`src/rtl/ldu_pkg.sv`:
```
// Shared types for the load buffer unit: entry states, entry record and pointer sizing.
package ldu_pkg;

  localparam int unsigned LduDataW = 32;
  localparam int unsigned LduAddrW = 12;
  localparam int unsigned LduTagW  = 3;

  typedef enum logic [1:0] {
    StFree,
    StAddr,
    StPend,
    StDone
  } ldu_state_e;

  typedef struct packed {
    logic [LduTagW-1:0]  tag;
    logic [LduAddrW-1:0] addr;
    logic [LduDataW-1:0] data;
    logic                exc;
  } ldu_entry_t;

  function automatic int unsigned clog2(input int unsigned n);
    int unsigned r;
    r = 0;
    for (int unsigned i = 0; i < 32; i++) begin
      if ((32'd1 << i) < n) r = i + 1;
    end
    return r;
  endfunction

endpackage

```
`src/rtl/ldu_drop_counter.sv`:
```
// Counts memory responses still owed to loads that a flush squashed; they are discarded on arrival.
module ldu_drop_counter #(
  parameter int unsigned CntW = 3
) (
  input  logic            clk_i,
  input  logic            rst_n,
  input  logic            flush_i,
  input  logic [CntW-1:0] add_i,
  input  logic            dec_i,
  output logic [CntW-1:0] cnt_o
);

  logic [CntW-1:0] cnt_q, cnt_d;
  logic [CntW:0]   sum;

  always_comb begin
    cnt_d = cnt_q;
    sum   = '0;
    if (dec_i && (cnt_q != '0)) cnt_d = cnt_q - 1'b1;
    if (flush_i) begin
      sum   = {1'b0, cnt_d} + {1'b0, add_i};
      // Saturate rather than wrap so busy can never falsely drop.
      cnt_d = sum[CntW] ? '1 : sum[CntW-1:0];
    end
  end

  always_ff @(posedge clk_i or negedge rst_n) begin
    if (!rst_n) cnt_q <= '0;
    else        cnt_q <= cnt_d;
  end

  assign cnt_o = cnt_q;

endmodule

```
`src/rtl/load_buffer_unit.sv`:
```
// In-order Tomasulo load buffer: address generation, pipelined memory reads, CDB broadcast.
// Optional misaligned-load trap enabled by defining LDU_MISALIGN_CHK_EN.
module load_buffer_unit
  import ldu_pkg::*;
#(
  parameter int unsigned DATA_W = LduDataW,
  parameter int unsigned ADDR_W = LduAddrW,
  parameter int unsigned TAG_W  = LduTagW,
  parameter int unsigned DEPTH  = 4
) (
  input  logic              clk1_i,
  input  logic              rst_n,
  input  logic              flush_i,
  input  logic              issue_valid_i,
  output logic              issue_ready_o,
  input  logic [DATA_W-1:0] issue_base_i,
  input  logic [ADDR_W-1:0] issue_offset_i,
  input  logic [TAG_W-1:0]  issue_tag_i,
  output logic              mem_req_valid_o,
  input  logic              mem_req_ready_i,
  output logic [ADDR_W-1:0] mem_req_addr_o,
  input  logic              mem_resp_valid_i,
  input  logic [DATA_W-1:0] mem_resp_data_i,
  output logic              cdb_valid_o,
  input  logic              cdb_grant_i,
  output logic [TAG_W-1:0]  cdb_tag_o,
  output logic [DATA_W-1:0] cdb_data_o,
  output logic              cdb_exc_o,
  output logic              busy_o
);

  localparam int unsigned PW = (DEPTH > 1) ? clog2(DEPTH) : 1;
  localparam int unsigned CW = PW + 1;

  ldu_state_e st_q  [DEPTH];
  ldu_state_e st_d  [DEPTH];
  ldu_entry_t ent_q [DEPTH];
  ldu_entry_t ent_d [DEPTH];

  logic [PW-1:0] alloc_q, alloc_d;
  logic [PW-1:0] head_q, head_d;
  logic [CW-1:0] cnt_q, cnt_d;

  logic              full;
  logic              issue_fire, req_fire, grant_fire;
  logic              resp_to_pend, drop_active;
  logic [ADDR_W-1:0] issue_addr;
  logic              misalign;
  logic              req_found, resp_found;
  logic [PW-1:0]     req_idx, resp_idx;
  logic [CW-1:0]     pend_cnt, drop_add, drop_cnt;

  assign issue_addr = ADDR_W'(issue_base_i + DATA_W'(issue_offset_i));

`ifdef LDU_MISALIGN_CHK_EN
  assign misalign = (issue_addr[1:0] != 2'b00);
`else
  assign misalign = 1'b0;
`endif

  assign full          = (cnt_q == CW'(DEPTH));
  assign issue_ready_o = !full;
  assign issue_fire    = issue_valid_i && !full && !flush_i;

  // Walk occupied entries from head so the oldest ADDR/PEND entry wins.
  always_comb begin
    logic [PW-1:0] idx;
    req_found  = 1'b0;
    req_idx    = '0;
    resp_found = 1'b0;
    resp_idx   = '0;
    pend_cnt   = '0;
    idx        = '0;
    for (int k = 0; k < DEPTH; k++) begin
      idx = head_q + PW'(k);
      if (CW'(k) < cnt_q) begin
        if (!req_found && (st_q[idx] == StAddr)) begin
          req_found = 1'b1;
          req_idx   = idx;
        end
        if (!resp_found && (st_q[idx] == StPend)) begin
          resp_found = 1'b1;
          resp_idx   = idx;
        end
      end
      if (st_q[k] == StPend) pend_cnt = pend_cnt + CW'(1);
    end
  end

  assign mem_req_valid_o = req_found;
  assign mem_req_addr_o  = req_found ? ent_q[req_idx].addr : '0;
  assign req_fire        = req_found && mem_req_ready_i;

  assign cdb_valid_o = (st_q[head_q] == StDone);
  assign cdb_tag_o   = cdb_valid_o ? ent_q[head_q].tag : '0;
  assign cdb_data_o  = cdb_valid_o ? ent_q[head_q].data : '0;
  assign cdb_exc_o   = cdb_valid_o && ent_q[head_q].exc;
  assign grant_fire  = cdb_valid_o && cdb_grant_i;

  assign drop_active  = (drop_cnt != '0);
  assign resp_to_pend = mem_resp_valid_i && !drop_active && resp_found;
  // A request accepted at the flush edge still returns data; a response landing then is paid for.
  assign drop_add     = flush_i ? (pend_cnt + CW'(req_fire) - CW'(resp_to_pend)) : '0;

  assign busy_o = (cnt_q != '0) || drop_active;

  always_comb begin
    st_d    = st_q;
    ent_d   = ent_q;
    alloc_d = alloc_q;
    head_d  = head_q;
    cnt_d   = cnt_q;
    if (flush_i) begin
      for (int i = 0; i < DEPTH; i++) st_d[i] = StFree;
      alloc_d = '0;
      head_d  = '0;
      cnt_d   = '0;
    end else begin
      if (issue_fire) begin
        ent_d[alloc_q].tag  = issue_tag_i;
        ent_d[alloc_q].addr = issue_addr;
        ent_d[alloc_q].data = '0;
        ent_d[alloc_q].exc  = misalign;
        st_d[alloc_q]       = misalign ? StDone : StAddr;
        alloc_d             = alloc_q + 1'b1;
      end
      if (req_fire) st_d[req_idx] = StPend;
      if (resp_to_pend) begin
        st_d[resp_idx]       = StDone;
        ent_d[resp_idx].data = mem_resp_data_i;
      end
      if (grant_fire) begin
        st_d[head_q] = StFree;
        head_d       = head_q + 1'b1;
      end
      cnt_d = cnt_q + CW'(issue_fire) - CW'(grant_fire);
    end
  end

  always_ff @(posedge clk1_i or negedge rst_n) begin
    if (!rst_n) begin
      for (int i = 0; i < DEPTH; i++) begin
        st_q[i]  <= StFree;
        ent_q[i] <= '0;
      end
      alloc_q <= '0;
      head_q  <= '0;
      cnt_q   <= '0;
    end else begin
      for (int i = 0; i < DEPTH; i++) begin
        st_q[i]  <= st_d[i];
        ent_q[i] <= ent_d[i];
      end
      alloc_q <= alloc_d;
      head_q  <= head_d;
      cnt_q   <= cnt_d;
    end
  end

  ldu_drop_counter #(
    .CntW (CW)
  ) u_drop_counter (
    .clk_i   (clk1_i),
    .rst_n   (rst_n),
    .flush_i (flush_i),
    .add_i   (drop_add),
    .dec_i   (mem_resp_valid_i && drop_active),
    .cnt_o   (drop_cnt)
  );

endmodule
```
`config.mk`:
```
export PLATFORM = sky130hd
export DESIGN_NAME = load_buffer_unit
export DESIGN_NICKNAME = d
export VERILOG_FILES = /design/src/rtl/ldu_pkg.sv /design/src/rtl/ldu_drop_counter.sv /design/src/rtl/load_buffer_unit.sv
export SDC_FILE = /design/constraint.sdc
export NUM_CORES = 1
export LEC_CHECK = 0
export ABC_AREA = 1
export BUFFER_PORTS_ARGS = -buffer_cell sky130_fd_sc_hd__buf_2
export CORE_UTILIZATION = 55
export CTS_BUF_LIST = sky130_fd_sc_hd__clkbuf_2
export CTS_CLUSTER_DIAMETER = 100
export CTS_CLUSTER_SIZE = 14
export DETAILED_ROUTE_END_ITERATION = 8
export PLACE_DENSITY = 0.76
export SLEW_MARGIN = 5
export SYNTH_ARGS = -nofsm -noshare
export SYNTH_HDL_FRONTEND = slang
export SYNTH_SLANG_ARGS = --single-unit
export TNS_END_PERCENT = 100
```
`constraint.sdc`:
```
create_clock -name clk1_i -period 6.9 [get_ports clk1_i]
set_input_delay 1.725 -clock clk1_i [delete_from_list [all_inputs] [get_ports clk1_i]]
set_output_delay 1.725 -clock clk1_i [all_outputs]
set_load 0.1 [all_outputs]
```
# After elaboration in Yosys (flattened, before gate mapping)
# Index checks and enable logic that the tools add are counted.
# word_totals
reg_bits	210
inputBits	86
output_inout_bits	52
elab_cells	216
# classes
addsub	14
magnitude_cmp	15
n_eq_ne	14
mux	100
n_bitwise	16
reduce_logical	33
# op_table
cell	n
$bwmux W192	5
$mux W192	3
$demux W48 S2	5
$bmux W48 S2	2
$mux W48	3
$mux W45	3
$mux W33	2
$mux W2	32
$mux W8	8
$mux W32	1
$mux W3	9
$ge A3 B3 Y1 const B	7
$not A2 Y3	7
$logic_and A1 B1 Y1	19
$eq A2 B2 Y1 const B	9
$mux W1	18
$bmux W2 S2	4
$demux W2 S2	4
$add A12 B12 Y12	1
$lt A3 B1 Y1 const B	4
$mux W12	1
$add A3 B1 Y3 const B	3
$logic_not A1 Y1	9
$and A4 B4 Y4	2
18 further kinds	31

# Logic depth before layout (Yosys ltp)
# Gate-level depths: netlist of run 1.
# logic_depth
word_depth	34
ltp_mapped	26
ltp_nobuf	22

# Cells and area by module
# From an unflattened synthesis of run 1, not the netlist that was laid out.
# hier_totals
hier_cells	2044
hier_area_um2	13673.1
# modules_own_cells
mod	instances	cells_each	area_each_um2	seq_area_each_um2
load_buffer_unit	1	1995	13336.5	5180.0
ldu_drop_counter	1	49	336.6	75.1

# Worst setup path before layout of run 1
# OpenSTA, ideal clock, no wires.
# synth_path
kind	reg-to-output
from	register head_q[0]
to	output port cdb_data_o[10]
arrival_ns	4.568
t_required_ns	5.175
path_slack_ns	0.607
stages_incl_launch_ff	10
n_path_buf	3
path_cell_list	dfrtp_1 > buf_4 > buf_6 > nand2_1 > nand3_1 > nand2_1 > nor2_1 > clkinv_1 > clkbuf_1 > a21oi_1
# synth_via
elab_chain_cells	6
word_cells_on_any_way	9
cone_classes	eq/ne: 1; mux: 7; bitwise: 1
# synth_lines
element	line	rtl
start: declaration	load_buffer_unit.sv:41	logic [PW-1:0] head_q, head_d;
start signal: assignment	load_buffer_unit.sv:147	head_q <= '0;
start signal: assignment	load_buffer_unit.sv:155	head_q <= head_d;
$not A2 Y3 (not written as such)	load_buffer_unit.sv:94	assign cdb_valid_o = (st_q[head_q] == StDone);
$bmux W2 S2	load_buffer_unit.sv:94	
$mux W2 (not written as such) (2 in a row)	load_buffer_unit.sv:94	
$eq A2 B2 Y1	load_buffer_unit.sv:94	
via cdb_valid_o	load_buffer_unit.sv:24	output logic cdb_valid_o,
$mux W32	load_buffer_unit.sv:96	assign cdb_data_o = cdb_valid_o ? ent_q[head_q].data : '0;
end: declaration	load_buffer_unit.sv:27	output logic [DATA_W-1:0] cdb_data_o,
# The timed path passes the listed nets, and every way through them passes these cells. The select of a mux whose other input is x is not followed.

# Final worst setup path of run 1
# layout_path
from	register head_q[0]
to	output port mem_req_addr_o[0]
# layout_via
elab_chain_cells	24
word_cells_on_any_way	50
cone_classes	add/sub: 3; eq/ne: 4; mux: 32; bitwise: 5; reduce/logical: 6
# layout_lines
element	line	rtl
$not A2 Y3 (not written as such)	load_buffer_unit.sv:77	if (!req_found && (st_q[idx] == StAddr)) begin
$bmux W2 S2	load_buffer_unit.sv:77	
$mux W2 (not written as such) (2 in a row)	load_buffer_unit.sv:77	
$eq A2 B1 Y1	load_buffer_unit.sv:77	
$mux W1	load_buffer_unit.sv:77	
$mux W1	load_buffer_unit.sv:76	if (CW'(k) < cnt_q) begin
$logic_not A1 Y1	load_buffer_unit.sv:77	
$logic_and A1 B1 Y1	load_buffer_unit.sv:77	
[... 6 more ...]	--	
$logic_not A1 Y1	load_buffer_unit.sv:77	
$logic_and A1 B1 Y1	load_buffer_unit.sv:77	
$mux W2	load_buffer_unit.sv:77	
$mux W2	load_buffer_unit.sv:76	
$not A2 Y3 (not written as such)	load_buffer_unit.sv:91	assign mem_req_addr_o = req_found ? ent_q[req_idx].addr : '0;
$bmux W48 S2	load_buffer_unit.sv:91	
$mux W45 (not written as such) (2 in a row)	load_buffer_unit.sv:91	
$mux W12 *	load_buffer_unit.sv:91	
end: declaration	load_buffer_unit.sv:21	output logic [ADDR_W-1:0] mem_req_addr_o,
# Mark *: on every way between the ends. The rest lies on a longest branch, timed or not. The select of a mux whose other input is x is not followed.

==> results of run 1 <==
[cell type report]
class | count | area, sq um
Clock buffer | 20 | 100.1
Sequential cell | 210 | 5260
Timing Repair Buffer | 133 | 729.5
Multi-Input combinational cell | 1496 | 7116
Tap cell | 324 | 405.4
Inverter | 147 | 559.3
Fill cell | 2372 | 10080
Antenna cell | 1 | 2.502
[metrics by stage]
stage,utilization,instance area [sq um]
2_1_floorplan,-,13560
3_3_place_gp,0.5802,14070
3_5_place_dp,0.5802,14070
4_1_cts,0.5844,14170
5_1_grt,0.5845,14170
6_report,0.5845,14170
[how the worst min path moves through the flow]
| stage | start | endpoint | slack, ns | depth (start not counted) |
|---|---|---|---|---|
| global route | flop | flop | 0.54 | 2 |
| global placement | flop | flop | 0.46 | 2 |
| floorplan | flop | flop | 0.45 | 2 |
| CTS | flop | flop | 0.51 | 2 |
| detailed placement | ent_q[13] | ent_q[13] | 0.47 | 2 |
| finish | flop | flop | 0.51 | 2 |
[layout by cell type (no fill, tap or decap), drive strengths merged, types with 2 or more instances in the layout]
cell type  instances
inv              146
nand4             37
clkbuf            21
dfrtp            210
fa                 4
a21oi             64
xor2               9
a31oi              3
nand3            258
ha                33
nor2             119
buf              132
nand3b             2
o211ai            32
a21boi             2
or2                5
nand2            765
o2111ai            2
o21ai            150
xnor2              7
[power groups by stage]
| stage | registers, mW | logic [mW] | clock network [mW] |
|---|---|---|---|
| global route | 1.57 | 0.778 | 0.531 |
| detailed placement | 1.56 | 0.672 | 0 |
| floorplan | 1.54 | 0.511 | 0 |
| CTS | 1.54 | 0.674 | 0.498 |
| global placement | 1.56 | 0.646 | 0 |
| finish | 1.54 | 0.672 | 0.485 |
[per-layer routing]
metal | GRT usage | part of all wire
met4 | 0.07692 | 0.014
met3 | 0.03881 | 0.084
met5 | 0 | 0
met2 | 0.4912 | 0.46
met1 | 0.4247 | 0.44
[worst min-delay path: stages, from the launching register on]
cell,delay [ns]
dfrtp_1,0.43
inv_1,0.05
nor2_1,0.04
[kinds of logic (layout without fill, tap and decap cells)]
| logic type | Yosys count | in the layout | share of synthesized area |
|---|---|---|---|
| AO/OA/AOI/OAI | 255 | 255 | 0.1019 |
| buffers and inverters | 277 | 300 | 0.08796 |
| XOR/XNOR | 16 | 16 | 0.01034 |
| AND/OR/NAND/NOR | 1187 | 1187 | 0.3749 |
| multiplexers | 1 | 1 | 0.0008307 |
| flip-flops | 210 | 210 | 0.3877 |
| adder cells (fa/ha/maj) | 37 | 37 | 0.03637 |
| other | 0 | 1 | 0 |
==> qor.txt, run 1 <==
Required @ worst endpoint -> 5.18 ns
placed cells -> 2310
sequential power share -> 0.571
dominant register cell in the synthesized netlist -> dfrtp_1
post-synthesis cell area -> 13560 sq um
Crit Reg-Reg Endpoint -> u_drop_counter.cnt_o[2]
Num CTS Buffers -> 18
Setup WS pre-CTS -> 1.506 ns
actual transition at the worst max-transition pin -> 1.118 ns
GP Congestion -> 0.8823
Max-Cap Viols -> 0
vias in the first global route -> 12478
Crit path top cell by count -> nand2_1
Fin. Hold Viols -> 0
DPL Wire Length -> 22100 microns
max_slew headroom -> 0.2547
Setup Buffers After CTS -> 0
share of cells above drive strength 1 -> 0.09771
PortBufs -> 117
htree depth -> 1
slowest stage delay, CP -> 0.54 ns
Startpoint Class -> flop
CTS Hold Bufs -> 0
Data arrival, critical path -> 4.62 ns
post-route clock period utilization -> 0.9191
status -> finished clean
most common cell in the netlist -> nand2_1
critical path startpoint -> head_q[0]
number of library cell types mapped by synthesis -> 40
count of yosys warnings during synthesis -> 0
Total GRT Usage -> 0.3010
largest net degree at the start of global routing -> 114
post-CTS sizing -> 0
ys async rst share -> 1.000
endpoints failing setup -> 0
Yosys reg bits -> 210
Tmin final -> 6.342 ns
post-synthesis sequential area ratio -> 0.3877
antenna-violating nets left -> 0
RR Startpoint -> head_q[0]
Pleak -> 7.669 nW
Core Region -> 24250 sq um
Crit Path Category -> flop to output pin
Avg Cell Area, Syn -> 6.836 sq um
I/O pins -> 138
Vias/cell -> 5.731
worst path cell trace -> inv_2 > buf_4 > nand2_1 > nand3_1 > nand2_1 > nor2_1 > nand2_1 > nor2_1 > nor2_1 > nand2_1 > nand2_2 > inv_2 > nand2_1 > nand2_1 > nand2_1 > a21oi_1 > buf_2
worst hold path class -> flop to flop
Rows -> 57
Critical-path top delay cell -> dfrtp_4
hold slack -> 0.5061 ns
Synth Net Count -> 2106
setup TNS -> 0 ns
clk buf depth -> 3
Routed WL per cell -> 16.41 microns
Yosys top cell area share -> 0.3877
# DRC -> 0
switching pwr -> 0.9632 mW
internal power -> 1.736 mW
first-pass GRT wire length -> 62960 microns
drt first pass iters -> 6
GRT overflow -> 0
Final nets -> 2129
Die Area -> 25280 sq um
Critical Path Sink -> mem_req_addr_o[0]
Combinational Power Share -> 0.249
PD cells -> 190.4 nW/um^2
R2R cell count -> 22
Clock Skew -> 0.03849 ns
CTS tree -> built
TritonCTS Sinks -> 210
Die W -> 159.0 microns
dominant cell type by area after synthesis -> dfrtp_1
routed wire length -> 38260 microns
critical path depth in cells -> 17
EDFF count, synth -> 0
Final WS setup -> 0.5581 ns
Max Slew Vio Count -> 0
clock network fraction of total power -> 0.180
switching share of power -> 0.3569
CTS root buf -> clkbuf_2
Mapped Cells -> 1983
worst-path maximum fanout -> 57
worst skew pair latency -> 0.84 ns
CP bufs+invs -> 4
synth cell count leaders -> nand2_1, nand3_1, dfrtp_1, inv_1, o21ai_0
Synth area leaders -> dfrtp_1, nand2_1, nand3_1
IR drop worst, VDD -> 0.1138 mV
fmax -> 157.7 MHz
Design Power -> 2.699 mW
Reg2Reg Setup Slack -> 2.23 ns
non-filler instance count after layout -> 2331
Layout area overhead -> 4.550%
routed vias -> 13359
Die Span Y -> 159.0 microns
CP Capture Type -> output pin
initial drt markers -> 1461
RSZ-0062 raised after global routing -> no
Worst-path clk slew -> 0.26 ns
largest delay contributor family on the critical path -> simple AND/OR/NAND/NOR gates
initial antenna violation count -> 2
Initial Util -> 0.5590
No activity file was read; power rests on OpenSTA's default activity.
==> run 2, diff against run 1 <==
- clock period: 6.9 -> 6.4 ns (I/O delays scaled with it)
==> run 2 against run 1 <==
Effect of this change: global-route usage grew 0.17 points; highest routed layer unchanged; largest power group unchanged; critical path type unchanged; final cell count about the same; combinational power up 7.9%.
==> qor.txt, run 2 (synthesis gave the netlist of run 1 again) <==
status -> finished clean
Design Power -> 2.912 mW (+7.9%)
Num CTS Buffers -> 18 (unchanged)
Reg2Reg Setup Slack -> 1.48 ns (-0.75 ns)
Layout area overhead -> 4.883%
first-pass GRT wire length -> 63610 microns (+1.0%)
share of cells above drive strength 1 -> 0.09910 (+0.001397)
hold depth -> 2 (unchanged)
Clock Skew -> 0.07304 ns (+0.03456 ns)
CTS Hold Bufs -> 0 (unchanged)
largest net degree at the start of global routing -> 136 (+19%)
clk buf depth -> 3 (unchanged)
Die W -> 159.0 microns (unchanged)
initial drt markers -> 1490 (+2.0%)
Max Slew Vio Count -> 0 (unchanged)
Routed WL per cell -> 16.39 microns (-0.16%)
PortBufs -> 117 (unchanged)
GRT overflow -> 0 (unchanged)
switching share of power -> 0.3552 (-0.001749)
CTS root buf -> clkbuf_2
routed wire length -> 38230 microns (about the same)
Max-Cap Viols -> 0 (unchanged)
max_slew headroom -> 0.2819 (+0.02718)
CTS tree -> built
Core Region -> 24250 sq um (unchanged)
Die Area -> 25280 sq um (unchanged)
# DRC -> 0 (unchanged)
Fin. Hold Viols -> 0 (unchanged)
worst skew pair latency -> 0.82 ns (-0.02 ns)
Pleak -> 7.679 nW (+0.13%)
Worst-path clk slew -> 0.31 ns (+0.05 ns)
initial antenna violation count -> 1 (-1)
actual transition at the worst max-transition pin -> 1.077 ns (-0.04078 ns)
post-route clock period utilization -> 0.9293
worst hold path class -> flop to flop
switching pwr -> 1.034 mW (+7.4%)
Final nets -> 2130 (+0.047%)
Die Span Y -> 159.0 microns (unchanged)
Startpoint Class -> flop
most frequent cells in the layout -> nand2_1, nand3_1, dfrtp_1
R2R cell count -> 22 (unchanged)
PD cells -> 204.8 nW/um^2 (+7.5%)
Initial Util -> 0.5590 (unchanged)
Total GRT Usage -> 0.3027 (+0.001735)
non-filler instance count after layout -> 2333 (+0.086%)
sequential power share -> 0.571 (about the same)
endpoints failing setup -> 0 (unchanged)
Tmin final -> 5.948 ns
Crit Path Category -> flop to output pin
IR drop worst, VDD -> 0.1116 mV (-1.9%)
TritonCTS Sinks -> 210 (unchanged)
Required @ worst endpoint -> 4.80 ns (-0.38 ns)
commonest non-fill, non-tap cell in the layout -> nand2_1
RSZ-0062 raised after global routing -> no
routed vias -> 13423 (+0.48%)
clock network fraction of total power -> 0.180 (about the same)
GP Congestion -> 0.9116 (+3.3%)
I/O pins -> 138 (unchanged)
placed cells -> 2310 (unchanged)
Combinational Power Share -> 0.249 (about the same)
Rows -> 57 (unchanged)
CP Capture Type -> output pin
antenna-violating nets left -> 0 (unchanged)
DPL Wire Length -> 22390 microns (+1.3%)
worst-path maximum fanout -> 23 (-60%)
drt first pass iters -> 7 (+1)
setup TNS -> 0 ns (unchanged)
vias in the first global route -> 12650 (+1.4%)
fmax -> 168.1 MHz
internal power -> 1.877 mW (+8.2%)
Data arrival, critical path -> 4.35 ns (-0.27 ns)
htree depth -> 1 (unchanged)
Vias/cell -> 5.754 (+0.39%)
[run 2: changes by cell type in the layout (fill, tap and decap cells not counted)]
| cell | change |
|---|---|
| buf_2 | -7 |
| buf_4 | +7 |
| buf_6 | +1 |
| clkbuf_2 | +1 |
| clkinvlp_4 | +1 |
| inv_1 | -1 |
| inv_2 | -1 |
| inv_4 | +1 |
| nand2_2 | -1 |
| nand2_4 | +1 |
[run 2: what timing repair did]
action / 4_1_cts / 5_1_grt
pin swaps: 0 / 0
hold endpoints to repair: 0 / 0
gates cloned: 0 / 0
buffers inserted: 0 / 1
setup endpoints to repair: 7 / 12
resized for setup: 8 / 2
[run 2: power groups by stage]
stage / Combinational [mW] / Clock [mW] / Sequential (mW)
2_1_floorplan: 0.551 / 0 / 1.66
3_3_place_gp: 0.695 / 0 / 1.68
3_5_place_dp: 0.723 / 0 / 1.69
4_1_cts: 0.727 / 0.531 / 1.66
5_1_grt: 0.840 / 0.566 / 1.69
6_report: 0.725 / 0.523 / 1.66
[run 2: area by class of cell]
type	instances	area, sq um
Inverter	147	565.5
Timing Repair Buffer	134	758.2
Sequential cell	210	5260
Multi-Input combinational cell	1496	7121
Tap cell	324	405.4
Fill cell	2355	10030
Antenna cell	1	2.502
Clock buffer	21	105.1
[run 2: critical path: stages, from the launching register on]
cell and delay, ns:
dfrtp_4 0.66, inv_2 0.36, ha_1 0.40, inv_2 0.17
nand3_1 0.12, nand2_1 0.08, nor2_1 0.14, nand2_1 0.13
nand3_1 0.12, nand3_1 0.08, nand2_1 0.06, nand2_1 0.05
buf_4 0.20, clkinvlp_4 0.27, nand2_1 0.09, a21oi_1 0.17
buf_2 0.45
[run 2: worst paths after layout]
check,from,to
worst max-delay path,head_q[0],mem_req_addr_o[3]
worst min-delay path,flop,flop
worst max register to register,head_q[0],u_drop_counter.cnt_o[2]
worst min register to register,flop,flop
max in group asynchronous,rst_n,head_q[1]
min in group asynchronous,rst_n,cnt_q[1]
[run 2: per-layer routing]
layer | vias up | share of wire | wire [microns] | GRT usage
li1 | 6413 | - | - | -
met1 | 6361 | 0.43 | 16520 | 0.4273
met2 | 587 | 0.46 | 17440 | 0.4876
met3 | 62 | 0.090 | 3443 | 0.03881
met4 | 0 | 0.022 | 826 | 0.09135
met5 | - | 0 | 0 | 0
[run 2: stage by stage]
step	setup WS [ns]	instance area (sq um)	utilization	hold WS, ns
floorplan	0.2323	13560	-	0.4478
global placement	0.8279	14070	0.5802	0.4608
detailed placement	0.7909	14070	0.5802	0.4654
CTS	0.04948	14190	0.5854	0.5121
global route	0.04591	14220	0.5863	0.5374
finish	0.4524	14220	0.5863	0.5106
